===== src/rtl/clk3_bcd_counter.sv =====
// clk3_bcd_counter: synchronizes the divided clk3 square wave into the clk50
// domain and counts its rising edges on a NUM_DIGITS-digit BCD counter that
// drives active-low 7-segment displays. Each accepted clk3 rise also produces
// a one-cycle tick strobe. run gates counting; clear forces the count to zero.
// Optional feature macro: CLK3_BCD_DOWN_EN adds a 'down' input that makes the
// counter decrement (0 rolls to 9 with borrow).
module clk3_bcd_counter #(
    parameter int unsigned NUM_DIGITS  = 4,
    parameter int unsigned SYNC_STAGES = 2
) (
    input  logic                      clk50,
    input  logic                      rst_n,
    input  logic                      clk3,
    input  logic                      run,
    input  logic                      clear,
`ifdef CLK3_BCD_DOWN_EN
    input  logic                      down,
`endif
    output logic                      tick,
    output logic                      wrap,
    output logic                      running,
    output logic [4*NUM_DIGITS-1:0]   bcd,
    output logic [7*NUM_DIGITS-1:0]   hex_n
);

    typedef enum logic {
        ST_STOP = 1'b0,
        ST_RUN  = 1'b1
    } state_e;

    logic [SYNC_STAGES-1:0]  clk3_sync_q;
    logic [SYNC_STAGES-1:0]  run_sync_q;
    logic [SYNC_STAGES-1:0]  clear_sync_q;
`ifdef CLK3_BCD_DOWN_EN
    logic [SYNC_STAGES-1:0]  down_sync_q;
`endif
    logic [SYNC_STAGES:0]    fill_q;
    logic                    clk3_dly_q;

    logic                    clk3_s;
    logic                    run_s;
    logic                    clear_s;
    logic                    down_s;
    logic                    primed;
    logic                    rise;

    state_e                  state_q, state_d;
    logic                    tick_q;
    logic                    wrap_q, wrap_d;
    logic [4*NUM_DIGITS-1:0] bcd_q, bcd_d;
    logic [7*NUM_DIGITS-1:0] hex_q, hex_d;

    // Active-low segment pattern {g,f,e,d,c,b,a}; non-BCD codes blank the digit.
    function automatic logic [6:0] seg7(input logic [3:0] d);
        logic [6:0] s;
        case (d)
            4'd0:    s = 7'h40;
            4'd1:    s = 7'h79;
            4'd2:    s = 7'h24;
            4'd3:    s = 7'h30;
            4'd4:    s = 7'h19;
            4'd5:    s = 7'h12;
            4'd6:    s = 7'h02;
            4'd7:    s = 7'h78;
            4'd8:    s = 7'h00;
            4'd9:    s = 7'h10;
            default: s = 7'h7F;
        endcase
        return s;
    endfunction

    assign clk3_s  = clk3_sync_q[SYNC_STAGES-1];
    assign run_s   = run_sync_q[SYNC_STAGES-1];
    assign clear_s = clear_sync_q[SYNC_STAGES-1];
`ifdef CLK3_BCD_DOWN_EN
    assign down_s  = down_sync_q[SYNC_STAGES-1];
`else
    assign down_s  = 1'b0;
`endif

    // The edge detector is only trusted once the synchronizer and clk3_dly_q
    // hold real samples, so a clk3 already high at reset release is not
    // mistaken for a rising edge.
    assign primed = fill_q[SYNC_STAGES];
    assign rise   = clk3_s & ~clk3_dly_q & primed;

    // Synchronizer chains, post-reset fill tracker and edge-detect delay flop.
    always_ff @(posedge clk50 or negedge rst_n) begin
        if (!rst_n) begin
            clk3_sync_q  <= '0;
            run_sync_q   <= '0;
            clear_sync_q <= '0;
`ifdef CLK3_BCD_DOWN_EN
            down_sync_q  <= '0;
`endif
            fill_q       <= '0;
            clk3_dly_q   <= 1'b0;
        end else begin
            clk3_sync_q  <= {clk3_sync_q[SYNC_STAGES-2:0], clk3};
            run_sync_q   <= {run_sync_q[SYNC_STAGES-2:0], run};
            clear_sync_q <= {clear_sync_q[SYNC_STAGES-2:0], clear};
`ifdef CLK3_BCD_DOWN_EN
            down_sync_q  <= {down_sync_q[SYNC_STAGES-2:0], down};
`endif
            fill_q       <= {fill_q[SYNC_STAGES-1:0], 1'b1};
            clk3_dly_q   <= clk3_s;
        end
    end

    // Run/stop FSM next state.
    always_comb begin
        state_d = state_q;
        case (state_q)
            ST_STOP: if (run_s)  state_d = ST_RUN;
            ST_RUN:  if (!run_s) state_d = ST_STOP;
            default: state_d = ST_STOP;
        endcase
    end

    // Count next state: clear wins, then a tick while in RUN steps the counter.
    always_comb begin
        logic       carry;
        logic [3:0] digit;
        logic [3:0] nd;
        bcd_d  = bcd_q;
        wrap_d = 1'b0;
        carry  = 1'b1;
        digit  = '0;
        nd     = '0;
        if (clear_s) begin
            bcd_d = '0;
        end else if (rise && (state_q == ST_RUN)) begin
            for (int unsigned i = 0; i < NUM_DIGITS; i++) begin
                digit = bcd_q[4*i +: 4];
                nd    = digit;
                if (carry) begin
                    if (down_s) begin
                        if (digit == 4'd0) begin
                            nd    = 4'd9;
                            carry = 1'b1;
                        end else if (digit > 4'd9) begin
                            nd    = 4'd8;
                            carry = 1'b0;
                        end else begin
                            nd    = digit - 4'd1;
                            carry = 1'b0;
                        end
                    end else begin
                        if (digit >= 4'd9) begin
                            nd    = 4'd0;
                            carry = 1'b1;
                        end else begin
                            nd    = digit + 4'd1;
                            carry = 1'b0;
                        end
                    end
                end
                bcd_d[4*i +: 4] = nd;
            end
            wrap_d = carry;
        end
    end

    // Segment patterns follow the next-state count so they update with bcd.
    always_comb begin
        hex_d = '0;
        for (int unsigned i = 0; i < NUM_DIGITS; i++) begin
            hex_d[7*i +: 7] = seg7(bcd_d[4*i +: 4]);
        end
    end

    // Output and state registers.
    always_ff @(posedge clk50 or negedge rst_n) begin
        if (!rst_n) begin
            state_q <= ST_STOP;
            tick_q  <= 1'b0;
            wrap_q  <= 1'b0;
            bcd_q   <= '0;
            hex_q   <= {NUM_DIGITS{7'h40}};
        end else begin
            state_q <= state_d;
            tick_q  <= rise;
            wrap_q  <= wrap_d;
            bcd_q   <= bcd_d;
            hex_q   <= hex_d;
        end
    end

    assign tick    = tick_q;
    assign wrap    = wrap_q;
    assign running = (state_q == ST_RUN);
    assign bcd     = bcd_q;
    assign hex_n   = hex_q;

endmodule

===== config.mk =====
export PLATFORM = sky130hd
export DESIGN_NAME = clk3_bcd_counter
export DESIGN_NICKNAME = d
export VERILOG_FILES = /design/src/rtl/clk3_bcd_counter.sv
export SDC_FILE = /design/constraint.sdc
export NUM_CORES = 1
export LEC_CHECK = 0
export CELL_PAD_IN_SITES_DETAIL_PLACEMENT = 0
export CELL_PAD_IN_SITES_GLOBAL_PLACEMENT = 2
export CORE_MARGIN = 3
export CORE_UTILIZATION = 43
export CTS_BUF_LIST = sky130_fd_sc_hd__clkbuf_8
export DETAILED_ROUTE_END_ITERATION = 8
export DONT_BUFFER_PORTS = 1
export GPL_ROUTABILITY_DRIVEN = 0
export PLACE_DENSITY_LB_ADDON = 0.25
export SLEW_MARGIN = 10
export SYNTH_ARGS = -nofsm -noshare
export SYNTH_HDL_FRONTEND = slang
export SYNTH_SLANG_ARGS = --single-unit

===== constraint.sdc =====
create_clock -name clk50 -period 3.3 [get_ports clk50]
set_input_delay 0.66 -clock clk50 [delete_from_list [all_inputs] [get_ports clk50]]
set_output_delay 0.66 -clock clk50 [all_outputs]
set_load 0.005 [all_outputs]

=== After elaboration in Yosys (flattened, before gate mapping) ===
Memories as Yosys holds them, arrays and structs flattened. A register that Yosys moved wholly into a read port is not among the register bits.
Index checks and enable logic that the tools add are counted.

* Bits in read-only memories: 448
* Register bits: 29
* Word-level logic and storage cells: 54
* Memories: 4
* Bits of input ports: 5
* Output and inout port bits: 47

{| class="wikitable"
|+ Memory list
! name !! depth !! bits a word !! rd ports !! clocked after Yosys merged registers in !! write ports !! RTL line !! RTL
|-
| (no name shown) || 16 || 7 || 1 || 1 || 0 || 56 || <nowiki>case (d)</nowiki>
|-
| (no name shown) || 16 || 7 || 1 || 1 || 0 || 56 ||
|-
| (no name shown) || 16 || 7 || 1 || 1 || 0 || 56 ||
|-
| (no name shown) || 16 || 7 || 1 || 1 || 0 || 56 ||
|}

* $add $sub $neg: 4
* Order comparisons: 4
* Reduce and logical (&&, ||, !) cells: 5
* Multiplexer cells: 25
* Bitwise logic cells: 3

{| class="wikitable"
|+ Operator list
! kind !! count
|-
| $mux W16 || 2
|-
| $mux W4 || 7
|-
| $add A4 B1 Y4 const B || 4
|-
| $ge A4 B4 Y1 const B || 4
|-
| $mux W1 || 16
|-
| $logic_not A1 Y1 || 4
|-
| $and A1 B1 Y1 || 2
|-
| $logic_and A1 B1 Y1 || 1
|-
| $not A1 Y1 || 1
|}

=== Logic depth before layout (Yosys ltp) ===
* Depth in word-level cells: 15
* Mapped depth: 13
* Gate-level depth less buffers: 11

=== Worst setup path after synthesis ===
Ideal clock, no wire load.

* Path kind: reg-to-reg
* Start point: register bcd_q[0] (netlist: bcd[0])
* End point: register hex_q[15] (netlist: hex_n[15])
* Arrival time: 2.531 ns
* Clock period less this slack: 2.609 ns
* Stages on the path, launching flop included: 13
* Setup slack: 0.691 ns
* Data required time: 3.223 ns
* Buffers on the path: 2
* Cell sequence: dfrtp_1 > inv_1 > ha_1 > or3b_4 > and3_1 > buf_6 > buf_6 > nand3_1 > a211oi_1 > inv_1 > ha_1 > nand2b_1 > a21oi_1

* Word-level cells in the longest chain between the ends: 10

{| class="wikitable"
|+ Ends and longest elaborated chain
! element !! RTL line !! RTL
|-
| from (decl) || 50 || <nowiki>logic [4*NUM_DIGITS-1:0] bcd_q, bcd_d;</nowiki>
|-
| from (signal assigned) || 178 || <nowiki>bcd_q <= '0;</nowiki>
|-
| from (signal assigned) || 184 || <nowiki>bcd_q <= bcd_d;</nowiki>
|-
| $ge A4 B4 Y1 || 149 || <nowiki>if (digit >= 4'd9) begin</nowiki>
|-
| $mux W1 || 149 ||
|-
| $mux W1 || 132 || <nowiki>end else if (rise && (state_q == ST_RUN)) begin</nowiki>
|-
| $mux W1 || 130 || <nowiki>if (clear_s) begin</nowiki>
|-
| $mux W1 || 136 || <nowiki>if (carry) begin</nowiki>
|-
| $mux W1 || 132 ||
|-
| $mux W1 || 130 ||
|-
| $mux W4 || 136 ||
|-
| $mux W16 || 132 ||
|-
| $mux W16 || 130 ||
|-
| named net bcd_d[8] || 50 ||
|-
| to (decl) || 51 || <nowiki>logic [7*NUM_DIGITS-1:0] hex_q, hex_d;</nowiki>
|}

The timed path passes the listed nets, and every way through them passes these cells. The select of a mux whose other input is x is not followed.

=== Worst setup path in the final report ===
* Start point: register bcd_q[0] (netlist: bcd[0])
* End point: register hex_q[10] (netlist: hex_n[10])

* Word-level cells in the longest chain between the ends: 7

{| class="wikitable"
|+ Ends and longest elaborated chain
! element !! RTL line
|-
| $ge A4 B4 Y1 || 149
|-
| $mux W1 || 149
|-
| $mux W1 || 132
|-
| $mux W1 || 130
|-
| $mux W4 || 136
|-
| $mux W16 || 132
|-
| $mux W16 || 130
|-
| named net bcd_d[4] || 50
|}

The timed path passes the listed nets, and every way through them passes these cells. The select of a mux whose other input is x is not followed.

==> metrics.txt <==
status finished clean; synth top area cells dfrtp_1 (43%), ha_1 (13%), a21oi_1 (4.0%), mux2i_1 (3.5%), dfstp_2 (3.4%); period utilization 0.887; Avg Inst Size Synth roughly 11 um2; routed vias/inst roughly 5.2; # rows 30; core box area roughly 0.007 mm2; # DRC 0; antenna-violating nets left 0; TNS Setup 0 ns; Slew Limit Fails 0; Total Nets Final roughly 330; Clk network pwr share 0.443; Max-Cap Viols 0; post-CTS setup buffers 0; combinational share of power 0.023; Finish-stage setup viols 0; critical path arrival 3.19 ns; most frequent cells in the layout dfrtp_1 (53), ha_1 (32), inv_1 (29), a21oi_1 (25), nand2_1 (13); Seq/Total Area, Yosys 0.459; first-pass GRT wire length 10.0 mm; Synth Flop Type dfrtp_1; vias after detailed routing between 2000 and 2500; CTS Buffer Depth 2; Routed WL between 6 and 7 mm; Sw Ratio 0.222; Pleak around 1.6 nW; layout cells sized above 1 0.146; Critical Path RT ~3.6 ns; Setup crit start kind flop; Slew @ Worst Pin approximately 0.9 ns; Starting Density 0.451; post-synthesis cell area ~0.0031 mm2; synth warn 0; # H-tree levels 3; fmax 342 MHz; DRT Pass-1 Iters 4; synth unique cells 61; Worst VDD drop between 0.15 and 0.2 mV; GRT overflow 0; Pwr Density slightly below 400 mW/mm2; Hold/Removal Path Class input port to asynchronous set/reset pin; async set-reset flop share out of synthesis 1.00; layout overhead on the synthesized area 8.95%; Ant. Diodes 0; Post-synth EDFFs 0; Min Clock Period, post-route 2.93 ns; HPWL after DPL 4.14 mm; DR iter-0 viols between 70 and 80; die area between 0.008 and 0.009 mm2; Clock Latency Late Sink 0.34 ns; Clock Skews 0.0120 ns; die width between 90 and 100 um; Num CTS Buffers 9; die span in y ~91 um; part of the power in registers 0.534; Pwr Total about 1.3 mW; post-synthesis register bit count 57; Total GRT Usage 0.156; clock-pin slew on the worst setup and hold paths approximately 0.060 ns; io pins 52; Internal Power roughly 1.0 mW; switching pwr ~0.3 mW; crit path kind flop to flop; fin cells slightly below 400; PortBufs 0; Worst setup EP type flop; unrepaired setup endpoints after global routing false; layout filler cell count 675; initial antenna violation count 0; vias in the first global route around 2000; largest net degree at the start of global routing 43; CP Max Fanout 16; Root Buffer Master clkbuf_8; Final Hold Fails 0; clock sinks 57; drt wl/cell between 15 and 20 um; Max-slew headroom 0.409; TritonCTS clock tree built; post-placement cell count 373; commonest non-fill, non-tap cell in the layout dfrtp_1; area leader, netlist dfrtp_1; syn_nets 320; Synth top area share 0.425; cells after synthesis ~280
[cell families (layout without fill, tap and decap cells)]
| group | count (synthesis) | after routing | synth area share |
|---|---|---|---|
| other | 1 | 1 | 0.00120 |
| XOR/XNOR | 4 | 4 | 0.0112 |
| AND/OR/NAND/NOR | 71 | 71 | 0.138 |
| adder cells (fa/ha/maj) | 32 | 32 | 0.128 |
| buffers and inverters | 40 | 52 | 0.0682 |
| flip-flops | 57 | 57 | 0.459 |
| AO/OA/AOI/OAI | 67 | 67 | 0.158 |
| multiplexers | 11 | 11 | 0.0353 |
[cells in the mapped netlist (all sizes together) (2+ instances only)]
cell type	count
a211oi	2
a21o	4
a21oi	26
a22oi	2
a2bb2oi	5
a31oi	4
a41oi	3
and2	2
and3	3
buf	10
clkbuf	2
dfrtp	53
dfstp	4
ha	32
inv	28
mux2i	11
nand2	14
nand2b	5
nand3	6
nand3b	2
nand4	5
nor2	12
nor2b	3
nor3	4
nor4	2
o21ai	8
o31ai	4
or2	4
or3	2
or3b	4
xor2	3
[power by group through the flow]
stage | clock network [mW] | logic, mW | registers (mW)
detailed placement | 0 | 0.0138 | 0.731
finish | 0.596 | 0.0303 | 0.718
global route | 0.654 | 0.0357 | 0.719
global placement | 0 | 0.0136 | 0.731
floorplan | 0 | 0.0157 | 0.726
CTS | 0.615 | 0.0189 | 0.718
[worst max-delay path: stages, from the launching register on]
cell and delay [ns]:
dfrtp_1 0.44, inv_1 0.11, ha_1 0.20, or3b_4 0.25, and3_1 0.55, nand3_1 0.14, a21oi_1 0.41, inv_1 0.15
ha_1 0.31, nand2_1 0.06, o21ai_0 0.08, a21oi_1 0.14
[per-layer routing]
metal | up-vias | track usage | wire length, um
li1 | 995 | - | -
met4 | 0 | 0.0817 | 157
met3 | 14 | 0.0663 | 389
met2 | 47 | 0.236 | 2840
met1 | 970 | 0.187 | 2830
met5 | - | 0 | 0
[layout make-up]
class / instances / area, um2 / share of cell area
Timing Repair Buffer: 8 / 82.6 / 0.0243
Multi-Input combinational cell: 186 / 1470 / 0.434
Clock inverter: 4 / 18.8 / 0.00552
Tap cell: 96 / 120 / 0.0354
Inverter: 28 / 105 / 0.0309
Clock buffer: 12 / 165 / 0.0486
Sequential cell: 57 / 1430 / 0.421
[per-stage QoR]
stage	util	instance area (um2)	hold WS [ns]	setup WS, ns
floorplan	-	3120	0.331	0.691
global placement	0.460	3180	0.332	0.473
detailed placement	0.460	3180	0.335	0.354
CTS	0.488	3370	0.00415	0.363
global route	0.492	3400	0.135	0.118
finish	0.492	3400	0.155	0.374
[sequential cells by signal, summed over array words and instances (netlist names)]
name,flops
hex_n,28
bcd,16
fill_q,3
clear_sync_q,2
clk3_sync_q,2
run_sync_q,2
clk3_dly_q,1
running,1
tick,1
wrap,1
[path summary, 6_finish.rpt]
check	cells after the start	end	slack (ns)	startpoint
worst min register to register	0	clk3_sync_q[1]$_DFF_PN0_	0.33	clk3_sync_q[0]$_DFF_PN0_
worst min-delay path	1	bcd[1]$_DFF_PN0_	0.16	rst_n
min in group clk50	0	clk3_sync_q[1]$_DFF_PN0_	0.33	clk3_sync_q[0]$_DFF_PN0_
worst max register to register	11	hex_n[10]$_DFF_PN0_	0.37	bcd[0]$_DFF_PN0_
max in group asynchronous	1	bcd[12]$_DFF_PN0_	2.03	rst_n
worst max-delay path	11	hex_n[10]$_DFF_PN0_	0.37	bcd[0]$_DFF_PN0_
[what timing repair did]
action	CTS	global route
gates resized for setup	0	0
hold endpoints to repair	16	37
hold buffers	1	1
Note: power is estimated with default switching activity, not from simulation.
==> patch 1 (same settings) <==
The parameter `NUM_DIGITS` goes from 4 to 3.
--- a/src/rtl/clk3_bcd_counter.sv
+++ b/src/rtl/clk3_bcd_counter.sv
@@ -5,7 +5,7 @@
 // Optional feature macro: CLK3_BCD_DOWN_EN adds a 'down' input that makes the
 // counter decrement (0 rolls to 9 with borrow).
 module clk3_bcd_counter #(
-    parameter int unsigned NUM_DIGITS  = 4,
+    parameter int unsigned NUM_DIGITS  = 3,
     parameter int unsigned SYNC_STAGES = 2
 ) (
     input  logic                      clk50,
Interface: changed (resized bcd and hex_n); port bits go from 52 to 41. No check against the original RTL was run, so the function may have changed too.
==> patch 1 against the unedited design <==
Area after synthesis decreased by 26%. Wire length fell by 34%. Final area shrank 26%. Die area is 24% lower. Setup slack better by 190 ps. Hold slack lost 100 ps. Sequential share of layout area rose by 4.1 points. Sequential cell count shrank 11. Clock power is 18% lower. Total power fell by 20%. First-iteration DRC count shrank 18%. Critical path type unchanged. Critical endpoint unchanged.
==> patch 1: results (changes against the unedited design) <==
[run_status]
run_status=complete, no violations  ; unchanged

[worst_hold_path]
holdCritPathClass=in2async  ; unchanged

[clocking]
cts_resized=0  ; unchanged
clk_pin_slew_worst_paths_ps=90  ; was 60 ps
cts_buffers=5  ; was 9
clockBufferDepth=2  ; unchanged
htree_levels=2  ; was 3
cts_setup_buffers=0  ; unchanged
clock_latency_ps=290  ; was 340 ps
root_buffer=clkbuf_8  ; unchanged

[global_routing]
grt_pass1_vias=1488  ; was 1,995
grt_use_met2_pct=24.2  ; was 23.6%
use_met1_pct=17.3  ; was 18.7%
antenna_found_initial=0  ; unchanged
grt_pass1_wl_um=7080  ; was 10000 um
grt_max_degree=47  ; was 43
use_met3_pct=4.88  ; was 6.63%
grtUsageTotal_pct=14.3  ; was 15.6%

[drt]
met3WireLength_um=234  ; was 389 um
drtIter0Drc=62  ; was 76
wl_met1_um=1810  ; was 2830 um
wire_per_inst_um=14.7  ; was 15.9 um
viasPerCell=5.27  ; was 5.18
wl_met2_um=2030  ; was 2840 um
drt-pass1-iter-count=4  ; unchanged

[worst_setup_path]
arrival_ps=2910  ; was 3190 ps
worstPathMaxFanout=7  ; was 16

[synth]
synth_common_cells=dfrtp_1, ha_1, inv_1  ; unchanged
synth.area.top_cells=dfrtp_1, ha_1, dfstp_2  ; was dfrtp_1, ha_1, a21oi_1
ys.flop_type=dfrtp_1  ; unchanged
yosysSeqAreaShare_pct=49.9  ; was 45.9%
ys_types=54  ; was 61
postSynthAreaPerCell_um2=11.2  ; was 11.0 um2
synthArstFlopShare_pct=100  ; unchanged

[finish]
register_area_mm2=0.00115  ; was 0.00143 mm2
n_fill_cell=502  ; was 675
layout-drive-gt1-share_pct=12.4  ; was 14.6%
finalNonFillerCells=279  ; was 391
largest_reg_flops=21  ; was 28
nets=237  ; was 327

[place]
portBuffers=0  ; unchanged
placed_area_mm2=0.00236  ; was 0.00318 mm2
place_inst=271  ; was 373
dpl.hpwl_um=3030  ; was 4140 um
dp_worst_setup_slack_ps=631  ; was 354 ps

[sta]
slew_headroom_pct=56.2  ; was 40.9%
skew_ps=4.48  ; was 12.0 ps

[power_and_ir_drop]
leakagePower_nw=1.16  ; was 1.59 nW
peakVddDrop_v=0.000363  ; was 0.000192 V

## patch 1: cell types whose count changed in the layout (fill, tap and decap cells not counted), sizes merged, moves of 6 or more
cell	unedited run	this run
ha	32	24
clkbuf	12	5
mux2i	11	5
a21oi	26	12
inv	29	19
dfrtp	53	43
buf	7	0
## patch 1: cell families (layout without fill, tap and decap cells)
family	after synthesis	count (layout)	synth area share, %
fa+ha+maj	24	24	13.0
other cells	1	1	0.162
buf+inv	27	29	5.36
simple gates	56	56	13.9
xor+xnor	2	2	0.758
compound gates	46	46	14.8
mux	5	5	2.16
flops	46	46	49.9
## patch 1: area by class of cell
type	count	share of cell area, %
Sequential cell	46	46.2
Multi-Input combinational cell	134	41.4
Tap cell	70	3.51
Inverter	21	3.41
Clock buffer	5	2.75
Clock inverter	3	2.75
## patch 1: path summary, 6_finish.rpt
check	from	to	slack, ps	cells past startpoint
min	rst_n	hex_n[7]	50	0
max in group asynchronous	rst_n	hex_n[20]	3070	0
min reg2reg	run_sync_q[0]	run_sync_q[1]	350	0
min in group clk50	run_sync_q[0]	run_sync_q[1]	350	0
max reg2reg	bcd[5]	hex_n[10]	560	10
max	bcd[5]	hex_n[10]	560	10
## patch 1: worst max-delay path, cell delays in order (launching register included)
cell,delay [ps]
dfrtp_1,450
inv_1,90
ha_1,180
or3b_1,400
nand2_1,190
nand3_1,100
a21oi_1,550
inv_1,180
ha_1,220
a21oi_1,170
a21oi_1,90
## patch 1: where the power goes
group          switching, mW  internal [mW]
Sequential           0.00733          0.573
Combinational        0.00617        0.00475
Clock                  0.186          0.303
==> patch 2 (config.mk and constraints unchanged) <==
Made on the original files. The output `wrap` loses its register stage (`wrap_q` becomes a continuous assignment).
--- a/src/rtl/clk3_bcd_counter.sv
+++ b/src/rtl/clk3_bcd_counter.sv
@@ -174,17 +174,17 @@
         if (!rst_n) begin
             state_q <= ST_STOP;
             tick_q  <= 1'b0;
-            wrap_q  <= 1'b0;
             bcd_q   <= '0;
             hex_q   <= {NUM_DIGITS{7'h40}};
         end else begin
             state_q <= state_d;
             tick_q  <= rise;
-            wrap_q  <= wrap_d;
             bcd_q   <= bcd_d;
             hex_q   <= hex_d;
         end
     end
+
+    assign wrap_q = wrap_d;
 
     assign tick    = tick_q;
     assign wrap    = wrap_q;
Check against the original RTL: same outputs for any inputs over 10 cycles, from zero or initial values and one cycle with rst_n low; that may be too few to reach the edited logic, so the function may still have changed.
==> patch 2 against the unedited design <==
Synthesized cell count fell by 0.35%. Sequential power shrank 2%. Total power is 19% lower. Sequential cell count shrank 1. Largest power group unchanged. Fmax down 1.4%. Area after synthesis is 0.80% lower. Final area down 4.6%. Wire length shrank 9.4%. Non-clock buffer count shrank 2. Register-to-register slack improved by 40 ps. Setup slack worse by 41 ps.
==> patch 2: results (changes against the unedited design) <==
[run_status]
run_status=complete, no violations  ; unchanged

[clocking]
cts_buffers=5  ; was 9
clk_pin_slew_worst_paths_ps=90  ; was 60 ps
htree_levels=2  ; was 3
clock_latency_ps=300  ; was 340 ps

[drt]
drt-pass1-iter-count=4  ; unchanged
met3WireLength_um=330  ; was 389 um
wl_met1_um=2640  ; was 2830 um
detail_route.wirelength_um=5630  ; was 6210 um
dr_total_vias=1978  ; was 2,026
wl_met2_um=2600  ; was 2840 um
drtIter0Drc=55  ; was 76

[global_routing]
use_met3_pct=4.58  ; was 6.63%
grt_max_degree=57  ; was 43
grt_pass1_vias=1972  ; was 1,995
grtUsageTotal_pct=14.7  ; was 15.6%
grt_pass1_wl_um=9890  ; was 10000 um
use_met1_pct=19.5  ; was 18.7%

[power_and_ir_drop]
total_power_mw=1.09  ; was 1.34 mW
peakVddDrop_v=0.000198  ; was 0.000192 V
power.switching_mw=0.221  ; was 0.299 mW
leakagePower_nw=1.51  ; was 1.59 nW
pg_comb_mw=0.0173  ; was 0.0303 mW
clkPwrFrac_pct=34.0  ; was 44.3%

[worst_setup_path]
reg2reg_slack_ps=410  ; was 370 ps
arrival_ps=2310  ; was 3190 ps

[synth]
yosysSeqAreaShare_pct=45.5  ; was 45.9%
postSynthAreaPerCell_um2=11.0  ; about the same
synth.area.top_cells=dfrtp_1, ha_1, a21oi_1  ; unchanged
synth_common_cells=dfrtp_1, ha_1, inv_1  ; unchanged

[finish]
nets=320  ; was 327
layout-drive-gt1-share_pct=11.6  ; was 14.6%
largest_reg_flops=28  ; unchanged
finalNonFillerCells=380  ; was 391

[sta]
holdWs_ps=42.9  ; was 155 ps
skew_ps=4.35  ; was 12.0 ps

[place]
dp_worst_setup_slack_ps=399  ; was 354 ps
place_inst=372  ; was 373

==> patch 2: changes by cell type in the layout (fill, tap and decap cells not counted), sizes merged <==
cell | unedited run | this run
clkinv | 3 | 0
inv | 29 | 30
clkbuf | 12 | 6
dfrtp | 53 | 52
buf | 7 | 6
dlygate4sd3 | 1 | 0
==> patch 2: worst max-delay path, stage by stage (launching register included) <==
cell	delay, ps
dfrtp_1	450
inv_1	100
ha_1	200
or3b_4	250
nand3_2	190
nor3_4	450
nor3b_1	360
==> patch 2: logic make-up after synthesis <==
group / Yosys count / synth area share [%]
AND/OR/NAND/NOR: 71 / 14.0
AO/OA/AOI/OAI: 67 / 15.9
flip-flops: 56 / 45.5
buffers and inverters: 40 / 6.88
adder cells (fa/ha/maj): 32 / 12.9
multiplexers: 11 / 3.56
XOR/XNOR: 4 / 1.13
other: 1 / 0.121
==> patch 2: through the flow <==
step / cell area (um2) / util (%)
floorplan: 3090 / -
global placement: 3150 / 45.9
detailed placement: 3150 / 45.9
CTS: 3240 / 47.2
global route: 3240 / 47.2
finish: 3240 / 47.2
==> patch 2: layout make-up <==
| class | count | area [um2] |
|---|---|---|
| fill | 651 | 3630 |
| multi-input combinational | 186 | 1470 |
| sequential | 56 | 1410 |
| tap | 96 | 120 |
| inverter | 28 | 105 |
| clock buffer | 6 | 82.6 |
| timing repair buffer | 6 | 45.0 |
| clock inverter | 2 | 7.51 |
==> patch 2: worst max-delay path by stage <==
| stage | from | end | slack [ps] | cells after the start |
|---|---|---|---|---|
| after floorplan | bcd[0] | hex_n[15] | 690 | 12 |
| after global placement | bcd[0] | hex_n[22] | 490 | 10 |
| after detailed placement | bcd[0] | hex_n[10] | 400 | 11 |
| after CTS | bcd[0] | wrap | 270 | 6 |
| after global routing | bcd[0] | wrap | 180 | 6 |
| final | bcd[0] | wrap | 330 | 6 |
